### config.mk
export PLATFORM = sky130hd
export DESIGN_NAME = ras_ctrl
export DESIGN_NICKNAME = d
export VERILOG_FILES = /design/src/rtl/ras_ctrl.sv
export SDC_FILE = /design/constraint.sdc
export NUM_CORES = 1
export LEC_CHECK = 0
export CAP_MARGIN = 20
export CORE_AREA = 4 4 81 83
export DETAILED_ROUTE_END_ITERATION = 12
export DIE_AREA = 0 0 85 87
export DONT_BUFFER_PORTS = 1
export GPL_ROUTABILITY_DRIVEN = 0
export PLACE_DENSITY = 0.7
export SYNTH_ARGS = -nofsm -noshare
export SYNTH_HDL_FRONTEND = slang
export SYNTH_SLANG_ARGS = --single-unit
### constraint.sdc
create_clock -name clk -period 5.7 [get_ports clk]
set_input_delay 1.14 -clock clk [delete_from_list [all_inputs] [get_ports clk]]
set_output_delay 1.14 -clock clk [all_outputs]
set_load 0.01 [all_outputs]
### src/rtl/ras_ctrl.sv
// rtl/ras_ctrl.sv - return-address-stack controller with branch resolution queue.
// Optional statistics counters are enabled by defining RAS_CTRL_STATS_EN.
module ras_ctrl #(
  parameter int WIDTH        = 32,
  parameter int MAX_BRANCHES = 16,
  parameter int CNT_W        = 5,
  parameter int RQ_DEPTH     = 4
) (
  input  logic             clk,
  input  logic             reset,
  input  logic             dec_valid,
  output logic             dec_ready,
  input  logic             dec_call,
  input  logic             dec_ret,
  input  logic             dec_branch,
  input  logic [WIDTH-1:0] dec_ret_addr,
  input  logic             res_valid,
  output logic             res_ready,
  input  logic             res_mispredict,
  output logic             ras_push,
  output logic             ras_pop,
  output logic             ras_branch,
  output logic             ras_close_valid,
  output logic             ras_close_invalid,
  output logic [WIDTH-1:0] ras_din,
  input  logic [WIDTH-1:0] ras_dout,
  input  logic             ras_empty,
  output logic             pred_valid,
  output logic             pred_empty,
  output logic [WIDTH-1:0] pred_addr,
  output logic [CNT_W-1:0] outstanding,
  output logic             res_err,
  output logic [15:0]      stat_calls,
  output logic [15:0]      stat_rets,
  output logic [15:0]      stat_mispred
);

  localparam int PW = (RQ_DEPTH > 1) ? $clog2(RQ_DEPTH) : 1;
  localparam int QW = PW + 1;

  typedef enum logic [1:0] {S_RUN, S_GAP, S_FLUSH} state_t;

  state_t          state, state_n;
  logic            run_en;
  logic            rq_mem [RQ_DEPTH];
  logic [PW-1:0]   rd_ptr, wr_ptr;
  logic [QW-1:0]   rq_count;
  logic            head_valid, head_mis, active;
  logic            enq, deq, dec_hs;
  logic            pop_q, pop_empty_q;
  logic [WIDTH-1:0] addr_hold;

  // run_en keeps every command quiet during reset and for the first cycle after release.
  always_ff @(posedge clk or negedge reset) begin
    if (!reset) run_en <= 1'b0;
    else        run_en <= 1'b1;
  end

  assign head_valid = (rq_count != '0);
  assign head_mis   = rq_mem[rd_ptr];
  assign active     = run_en && (state != S_FLUSH);

  always_ff @(posedge clk or negedge reset) begin
    if (!reset) state <= S_RUN;
    else        state <= state_n;
  end

  always_comb begin
    state_n = S_RUN;
    case (state)
      S_RUN:   state_n = ras_close_invalid ? S_FLUSH : (ras_close_valid ? S_GAP : S_RUN);
      S_GAP:   state_n = ras_close_invalid ? S_FLUSH : S_RUN;
      default: state_n = S_RUN;
    endcase
  end

  always_comb begin
    ras_close_valid   = 1'b0;
    ras_close_invalid = 1'b0;
    res_err           = 1'b0;
    if (active && head_valid) begin
      if (outstanding == '0)     res_err           = 1'b1;
      else if (head_mis)         ras_close_invalid = 1'b1;
      else if (state == S_RUN)   ras_close_valid   = 1'b1;
    end
    deq        = ras_close_valid || ras_close_invalid || res_err;
    dec_ready  = active && (outstanding < CNT_W'(MAX_BRANCHES)) && !ras_close_invalid;
    res_ready  = active && ((rq_count != QW'(RQ_DEPTH)) || deq);
    dec_hs     = dec_valid && dec_ready;
    ras_push   = dec_hs && dec_call;
    ras_pop    = dec_hs && dec_ret;
    ras_branch = dec_hs && dec_branch;
    ras_din    = ras_push ? dec_ret_addr : '0;
    enq        = res_valid && res_ready;
  end

  always_ff @(posedge clk) begin
    if (enq) rq_mem[wr_ptr] <= res_mispredict;
  end

  // A mispredict empties the queue, dropping any resolution arriving in the same cycle.
  always_ff @(posedge clk or negedge reset) begin
    if (!reset) begin
      rd_ptr   <= '0;
      wr_ptr   <= '0;
      rq_count <= '0;
    end else if (ras_close_invalid) begin
      rd_ptr   <= '0;
      wr_ptr   <= '0;
      rq_count <= '0;
    end else begin
      if (enq) wr_ptr <= wr_ptr + PW'(1);
      if (deq) rd_ptr <= rd_ptr + PW'(1);
      rq_count <= rq_count + QW'(enq) - QW'(deq);
    end
  end

  always_ff @(posedge clk or negedge reset) begin
    if (!reset)                              outstanding <= '0;
    else if (ras_close_invalid)              outstanding <= '0;
    else if (ras_branch && !ras_close_valid) outstanding <= outstanding + CNT_W'(1);
    else if (!ras_branch && ras_close_valid) outstanding <= outstanding - CNT_W'(1);
  end

  always_ff @(posedge clk or negedge reset) begin
    if (!reset) begin
      pop_q       <= 1'b0;
      pop_empty_q <= 1'b0;
      addr_hold   <= '0;
    end else begin
      pop_q       <= ras_pop;
      pop_empty_q <= ras_empty;
      if (pred_valid) addr_hold <= ras_dout;
    end
  end

  // The stack presents popped data one cycle after the pop, so the prediction tracks ras_dout.
  assign pred_valid = pop_q && !pop_empty_q;
  assign pred_empty = pop_q && pop_empty_q;
  assign pred_addr  = pred_valid ? ras_dout : addr_hold;

`ifdef RAS_CTRL_STATS_EN
  always_ff @(posedge clk or negedge reset) begin
    if (!reset) begin
      stat_calls   <= '0;
      stat_rets    <= '0;
      stat_mispred <= '0;
    end else begin
      if (ras_push && stat_calls != 16'hFFFF)            stat_calls   <= stat_calls + 16'd1;
      if (ras_pop && stat_rets != 16'hFFFF)              stat_rets    <= stat_rets + 16'd1;
      if (ras_close_invalid && stat_mispred != 16'hFFFF) stat_mispred <= stat_mispred + 16'd1;
    end
  end
`else
  assign stat_calls   = '0;
  assign stat_rets    = '0;
  assign stat_mispred = '0;
`endif

endmodule

Yosys cells after proc, flatten, opt, wreduce, memory -nomap -nowiden --
Memory sizes are Yosys's and may differ from the RTL's. Index checks and enable logic that the tools add are counted.
Cells by class: $add $sub $neg 6, order comparisons 1, equality and inequality tests 3, mux-type cells 25, reductions and logical operators 27
Operator list (number):
- two-way mux 32 bit | 2
- two-way mux 5 bit | 3
- logical AND 1 bit | 14
- two-way mux 1 bit | 12
- two-way mux 2 bit | 6
- nonzero test 3 bit | 2
- adder 5 x 1 -> 5 bit (second input constant) | 1
- logical NOT 5 bit | 1
- < comparator 5 bit (second input constant) | 1
- subtractor 5 x 1 -> 5 bit (second input constant) | 1
- adder 2 x 1 -> 2 bit (second input constant) | 2
- logical NOT 1 bit | 4
- case mux 2 bit (2 select lines) | 1
- nonzero test 2 bit | 2
- adder 3 x 1 -> 3 bit | 1
- logical OR 1 bit | 3
- two-way mux 3 bit | 1
- inequality test 3 bit (second input constant) | 1
- subtractor 3 x 1 -> 3 bit | 1
- equality test 2 x 1 -> 1 bit (second input constant) | 1
- logical NOT 2 bit | 1
- inequality test 2 bit (second input constant) | 1
Word-level totals: bits in registers 49, memory bits (writable) 4, input bits 73, output and inout bits 127, logic and storage cells 72, memories kept 1
Memories:
- rq_mem | words 4, bits a word 1, rd ports 1, clocked after Yosys merged registers in 0, wr ports 1, line 45 | logic rq_mem [RQ_DEPTH];

Longest topological paths before layout --
Gate-level depths: netlist of the first run.
depth after elaboration 13, gate-level depth with buffers 13, gate-level depth less buffers 12

Least setup slack after synthesis of the first run --
Ideal clock, no wire load.
path type input -> register, from input port dec_branch, to register outstanding[4], setup time 0.082 ns, arrival 2.929 ns, required time 5.618 ns, setup slack 2.689 ns, stages on the path 9, buffers on the path 0, path through nand2_1 -> nor4_4 -> o21ai_0 -> fa_1 -> a21o_1 -> a21o_1 -> nor3_1 -> a32oi_1 -> o22ai_1
On the way: cells in the longest elaborated chain, start to end 4, elaborated cells between the ends (all ways) 7, those cells by class 2 x mux; 5 x reduce/logical
Ends and longest elaborated chain:
- start: declaration | line 15 | input logic dec_branch,
- logical AND 1 bit * | line 92 | ras_branch = dec_hs && dec_branch;
- logical AND 1 bit or logical NOT 1 bit (tied branches) | line 121, 122
- two-way mux 5 bit or logical AND 1 bit (tied branches) | line 121, 122
- two-way mux 5 bit or nonzero test 3 bit (tied branches)
- end signal: assignment | line 121 | else if (ras_branch && !ras_close_valid) outstanding <= outstanding + CNT_W'(1);
- end signal: assignment | line 122 | else if (!ras_branch && ras_close_valid) outstanding <= outstanding - CNT_W'(1);
- end: declaration | line 31 | output logic [CNT_W-1:0] outstanding,
Mark *: on every way between the ends. The rest lies on a longest branch, timed or not. A chain may end at the register's enable or synchronous reset.

Final worst setup path of the first run --
from register outstanding[4], to output port ras_din[10]
On the way: cells in the longest elaborated chain, start to end 8, elaborated cells between the ends (all ways) 10, those cells by class 1 x order compare; 3 x mux; 6 x reduce/logical
Ends and longest elaborated chain:
- logical NOT 5 bit | line 82 | if (outstanding == '0) res_err = 1'b1;
- two-way mux 1 bit | line 82
- two-way mux 1 bit | line 81 | if (active && head_valid) begin
- via ras_close_invalid | line 24 | output logic ras_close_invalid,
- logical NOT 1 bit | line 87 | dec_ready = active && (outstanding < CNT_W'(MAX_BRANCHES)) && !ras_close_invalid;
- logical AND 1 bit | line 87
- logical AND 1 bit | line 89 | dec_hs = dec_valid && dec_ready;
- logical AND 1 bit | line 90 | ras_push = dec_hs && dec_call;
- via ras_push | line 20 | output logic ras_push,
- two-way mux 32 bit | line 93 | ras_din = ras_push ? dec_ret_addr : '0;
- end: declaration | line 25 | output logic [WIDTH-1:0] ras_din,
The timed path passes the listed nets, and every way through them passes these cells.

==> flow_summary.json, run 1 <==
{
  "finalCritPeriodShare_pct": 64.0,
  "cp_slowest_cell": "and4b_4",
  "wl_per_cell_microns": 18.1,
  "ys.flop_type": "dfrtp_1",
  "ant_nets": 0,
  "drcViolationCount": 0,
  "synth_cells": 273,
  "vias": 1736,
  "power.density_nw_per_um2": 526,
  "htree_levels": 2,
  "tightestPinTransition_ns": 0.669,
  "synth_edf_count": 4,
  "max-slew-margin-rel_pct": 54.9,
  "cts.sinks": 53,
  "first_global_vias": 1645,
  "worst_ir_drop_vdd_v": 0.000311,
  "clock-root-buffer": "clkbuf_8",
  "crit_required_ns": 4.56,
  "drive_gt1_share_pct": 18.8,
  "initial_core_util_pct": 52.2,
  "p_total_mw": 1.59,
  "path_max_fanout": 33,
  "fillers": 540,
  "grt_pass1_wl_microns": 8810,
  "synth_seq_cells": 53,
  "cts_resized": 0,
  "async_flop_share_pct": 92.5,
  "grt_max_degree": 50,
  "crit_path_end_kind": "primary output",
  "first_pass_iters": 4,
  "grt_usage_pct": 15.3,
  "ys_warn_count": 0,
  "vias_per_cell": 5.00,
  "drt_iter0_drc": 56,
  "status": "finished clean",
  "crit_type": "reg -> out",
  "critPathBufInv": 0,
  "synth_area_sq_um": 3050,
  "path_clk_slew_ns": 0.09,
  "max_stage_delay_ns": 0.55,
  "rsz0062_at_grt": "false",
  "placed_area_sq_um": 2920,
  "ctsHoldBuffers": 0,
  "clock_latency_ns": 0.30,
  "skew_ns": 0.00780,
  "min-delay-path-class": "in -> async",
  "hold_viol": 0,
  "io_pins": 200,
  "yosys.cell_types.count": 38,
  "final_area_sq_um": 3030,
  "antenna_found_initial": 0,
  "diodes": 0,
  "routed_wl_microns": 6270,
  "maxCapViolCount": 0,
  "nets": 356,
  "dieArea_sq_um": 7400,
  "die_w_microns": 85,
  "die_y_microns": 87,
  "crit_arrival_ns": 2.51,
  "setup-tns-final_ns": 0,
  "max_freq_mhz": 274,
  "overflow": 0,
  "synth_area_per_cell_sq_um": 11.2,
  "tritoncts": "yes",
  "setup_viol": 0,
  "slew_violations": 0,
  "period_minus_slack_ns": 3.65,
  "path_cells": "nor3_1 -> nand2_1 -> and3_4 -> and4b_4 -> and2_1",
  "p_leak_nw": 1.39,
  "cts.path.max_buffers": 2,
  "area_delta_synth_final_pct": -0.901,
  "num_rows": 28,
  "yosysSeqAreaShare_pct": 44.1,
  "post_cts_buffers": 0,
  "numCtsBuffers": 5,
  "crit_family": "simple AND/OR/NAND/NOR gates",
  "fp.coreArea_sq_um": 5850,
  "port_buffers": 0,
  "startpoint_type": "flip-flop",
  "hpwl_microns": 5030
}
metrics by stage:
stage	setup slack [ns]	hold WS (ns)	util (%)	instances
finish	2.05	0.523	51.7	347
global route	1.83	0.498	51.7	347
CTS	2.04	0.505	51.7	347
detailed placement	2.40	0.512	49.8	339
global placement	2.45	0.517	49.8	339
floorplan	2.69	0.474	-	320
cell type report:
type	instances	area, sq um	area share [%]
clock buffer	6	72.6	2.40
clock inverter	2	38.8	1.28
inverter	6	22.5	0.744
multi-input combinational	204	1450	47.7
sequential	53	1350	44.5
tap	75	93.8	3.10
timing repair buffer	1	7.51	0.248
cell families (layout without fill, tap and decap cells):
family	Yosys count	in the layout	share of synthesized area (%)
simple gates	82	82	15.9
buf+inv	63	15	14.5
flops	53	53	44.1
mux	39	39	14.7
compound gates	17	17	3.77
fa+ha+maj	12	12	5.41
xor+xnor	5	5	1.43
other cells	2	49	0.246
power breakdown:
group          total (mW)  leakage, nW  switching (mW)  internal (mW)
Combinational       0.696        0.696           0.401          0.295
Clock               0.248       0.0554           0.116          0.132
Sequential          0.650        0.639           0.103          0.547
sequential cells by signal, indices dropped and copies added (netlist names):
| signal | cells |
|---|---|
| rq_count | 3 |
| outstanding | 5 |
| wr_ptr | 2 |
| state | 2 |
| addr_hold | 32 |
| rd_ptr | 2 |
| run_en | 1 |
| pop_q | 1 |
| rq_mem | 4 |
| pop_empty_q | 1 |
Yosys cell counts (all sizes together) (3+ instances only):
cell	number	share of area, %
clkbuf	4	0.49
buf	53	13
ha	10	4.1
and3	4	0.98
mux2	36	13
a31oi	3	0.82
inv	6	0.74
o21ai	3	0.49
nor2	14	1.7
nand2	5	0.61
nor3	8	1.5
nor2b	6	1.2
dfrtp	49	40
xnor2	4	1.1
and2	38	7.8
a21oi	5	0.82
edfxtp	4	3.9
path summary, 6_finish.rpt:
check / start / to / slack (ns) / cells past startpoint
min reg2reg: state[1] / state[1] / 0.54 / 1
max reg2reg: rd_ptr[0] / outstanding[4] / 2.56 / 9
max in group asynchronous: reset / addr_hold[28] / 5.08 / 0
min: reset / rq_count[0] / 0.52 / 0
min in group clk: state[1] / state[1] / 0.54 / 1
max: outstanding[4] / ras_din[10] / 2.05 / 5
worst register-to-register path, stage by stage, from the launching register on:
cell     delay (ns)
dfrtp_1        0.43
mux4_2         0.61
nor2_1         0.36
o21ai_0        0.33
fa_1           0.52
a21o_1         0.20
a21o_1         0.20
nor3_1         0.14
a32oi_1        0.12
o22ai_1        0.16
layout by cell type (no fill, tap or decap), types with 2 or more instances in the layout:
cell	instances
conb_1	49
dfrtp_1	49
and2_1	38
mux2_2	36
nor2_1	14
ha_1	10
nor3_1	7
inv_1	6
nor2b_1	5
nand2_1	5
a21oi_1	5
clkbuf_8	5
xnor2_1	4
edfxtp_1	4
and3_1	3
o21ai_0	3
nand3_1	2
a31oi_1	2
mux2i_1	2
a21o_1	2
fa_1	2
per-layer routing:
layer	share of wire [%]	track usage, %	routed length [microns]	vias up
met3	9.2	5.39	574	8
met2	52	24.9	3240	92
li1	-	-	-	800
met4	1.1	4.32	66	0
met1	38	19.3	2390	836
met5	0	0	0	-
(Power assumes the default switching activity.)
==> run 2, diff against run 1 <==
--- a/config.mk
+++ b/config.mk
@@ -11,7 +11,7 @@
 export DIE_AREA = 0 0 85 87
 export DONT_BUFFER_PORTS = 1
 export GPL_ROUTABILITY_DRIVEN = 0
-export PLACE_DENSITY = 0.7
+export PLACE_DENSITY = 0.73
 export SYNTH_ARGS = -nofsm -noshare
 export SYNTH_HDL_FRONTEND = slang
 export SYNTH_SLANG_ARGS = --single-unit
==> constraint.sdc (replaced) <==
create_clock -name clk -period 3.2 [get_ports clk]
set_input_delay 0.64 -clock clk [delete_from_list [all_inputs] [get_ports clk]]
set_output_delay 0.64 -clock clk [all_outputs]
set_load 0.01 [all_outputs]
==> flow_summary.json, run 2 (synthesis gave the netlist of run 1 again) <==
{
  "drcViolationCount": 0,
  "max_freq_mhz": 329,
  "clock_latency_ns": 0.31,
  "first_global_vias": 1682,
  "tritoncts": "yes",
  "placed_area_sq_um": 2940,
  "vias_per_cell": 5.02,
  "endpoint": "ras_din[8]",
  "port_buffers": 0,
  "crit_start": "outstanding[1]",
  "dp_cells": 342,
  "overflow": 0,
  "hold_viol": 0,
  "clock-root-buffer": "clkbuf_8",
  "first_pass_iters": 4,
  "ant_nets": 0,
  "path_clk_slew_ns": 0.10,
  "highest_layer": "met4",
  "die_y_microns": 87,
  "max-slew-margin-rel_pct": 64.2,
  "setup-tns-final_ns": 0,
  "timing.hold.ws_ns": 0.146,
  "tightestPinTransition_ns": 0.535,
  "die_w_microns": 85,
  "startpoint_type": "flip-flop",
  "cts.path.max_buffers": 2,
  "path_max_fanout": 33,
  "cts.sinks": 53,
  "detailroute.wirelength.met2_microns": 3040,
  "worstReg2RegEnd": "rq_count[2]",
  "largest_reg_flops": 32,
  "setup_viol": 0,
  "htree_levels": 2,
  "area_delta_synth_final_pct": 0.532,
  "grt_usage_pct": 15.7,
  "grt_pass1_wl_microns": 9050,
  "power.density_nw_per_um2": 920,
  "status": "finished clean",
  "vias": 1768,
  "grt_max_degree": 38,
  "finalNonFillerCells": 352,
  "fillers": 525,
  "crit_arrival_ns": 2.40,
  "p_leak_nw": 1.41,
  "crit_type": "reg -> out",
  "min-delay-path-class": "in -> async",
  "initial_core_util_pct": 52.2,
  "final_area_sq_um": 3070,
  "nets": 361,
  "routed_wl_microns": 6290,
  "drt_iter0_drc": 64,
  "numCtsBuffers": 5,
  "slew_violations": 0,
  "crit_path_end_kind": "primary output",
  "wl_per_cell_microns": 17.9,
  "diodes": 0,
  "maxCapViolCount": 0,
  "wl_met3_microns": 637,
  "reg2reg_from": "rd_ptr[0]",
  "final_cell_mix": "conb_1 (49), dfrtp_1 (49), and2_1 (38)",
  "met1Wirelength_microns": 2580,
  "finalCritPeriodShare_pct": 95.0,
  "worst_ir_drop_vdd_v": 0.000445,
  "fp.coreArea_sq_um": 5850,
  "top_regs": "addr_hold (32), outstanding (5), rq_mem (4)",
  "max_flop_register": "addr_hold",
  "dieArea_sq_um": 7400,
  "num_rows": 28,
  "period_minus_slack_ns": 3.04,
  "io_pins": 200,
  "drive_gt1_share_pct": 20.9,
  "skew_ns": 0.0127,
  "rr_worst_depth": 12,
  "hpwl_microns": 5030,
  "r2r_slack_ns": 0.31,
  "antenna_found_initial": 0,
  "crit_required_ns": 2.56
}
==> run 2: cell count changes in the layout (fill, tap and decap cells not counted) <==
cell and delta:
inv_8 +1, buf_12 +1, nor2_1 -1, nand2_1 -1, dlygate4sd3_1 +1, nor2_2 +1, clkbuf_1 -1, nand2_2 +1
inv_6 +1, o21ai_0 -1, bufinv_16 -1, o21ai_1 +1, buf_4 +3
==> run 2: how the worst min path moves through the flow <==
stage	startpoint	end	slack [ns]	cells after the start
final	reset	rd_ptr[0]	0.15	1
after global routing	reset	state[0]	0.14	1
after floorplan	reset	addr_hold[0]	0.34	0
after detailed placement	reset	outstanding[2]	0.35	0
after CTS	reset	addr_hold[1]	0.002	0
after global placement	reset	outstanding[0]	0.35	0
==> run 2: layout make-up <==
class	instances	area (sq um)	share of cell area [%]
clock buffer	5	68.8	2.24
clock inverter	3	28.8	0.937
inverter	6	22.5	0.733
multi-input combinational	204	1450	47.2
sequential	53	1350	43.8
tap	75	93.8	3.06
timing repair buffer	6	60.1	1.96
==> run 2: layer usage <==
metal / global-route usage (%) / vias up
li1: - / 810
met4: 3.60 / 0
met5: 0 / -
met2: 22.5 / 112
met1: 22.2 / 842
met3: 6.34 / 4
==> run 2: per-stage QoR <==
step | setup WS (ns) | util, % | total power [mW]
3_3_place_gp | 0.287 | 50.2 | 2.38
2_1_floorplan | 0.455 | - | 2.22
5_1_grt | -0.00132 | 52.5 | 3.08
3_5_place_dp | 0.186 | 50.2 | 2.44
4_1_cts | 0.131 | 52.2 | 2.86
6_report | 0.158 | 52.5 | 2.83
==> run 2: timing repair <==
action / CTS / global route
endpoints found under the setup margin: 0 / 34
hold buffers: 1 / 1
gates resized for setup: 0 / 3
hold endpoints to repair: 37 / 12
buffers inserted: 0 / 0
==> run 2: power breakdown <==
group          switching (mW)  internal, mW
clock                   0.238         0.164
combinational           0.741         0.541
sequential              0.167         0.974
total                    1.15          1.68
==> run 2: critical path, stage by stage (launching register included) <==
cell,delay [ns]
dfrtp_1,0.49
nor3_1,0.31
nand2_2,0.21
and3_4,0.28
and4b_4,0.52
and2_1,0.28
==> run 3, diff against run 2 <==
--- a/config.mk
+++ b/config.mk
@@ -5,8 +5,10 @@
 export SDC_FILE = /design/constraint.sdc
 export NUM_CORES = 1
 export LEC_CHECK = 0
+export ABC_CLOCK_PERIOD_IN_PS = 3200
 export CAP_MARGIN = 20
 export CORE_AREA = 4 4 81 83
+export CTS_CLUSTER_DIAMETER = 100
 export DETAILED_ROUTE_END_ITERATION = 12
 export DIE_AREA = 0 0 85 87
 export DONT_BUFFER_PORTS = 1
==> results of run 3 <==
Final layout, timing and power as in run 2 (identical DEF).
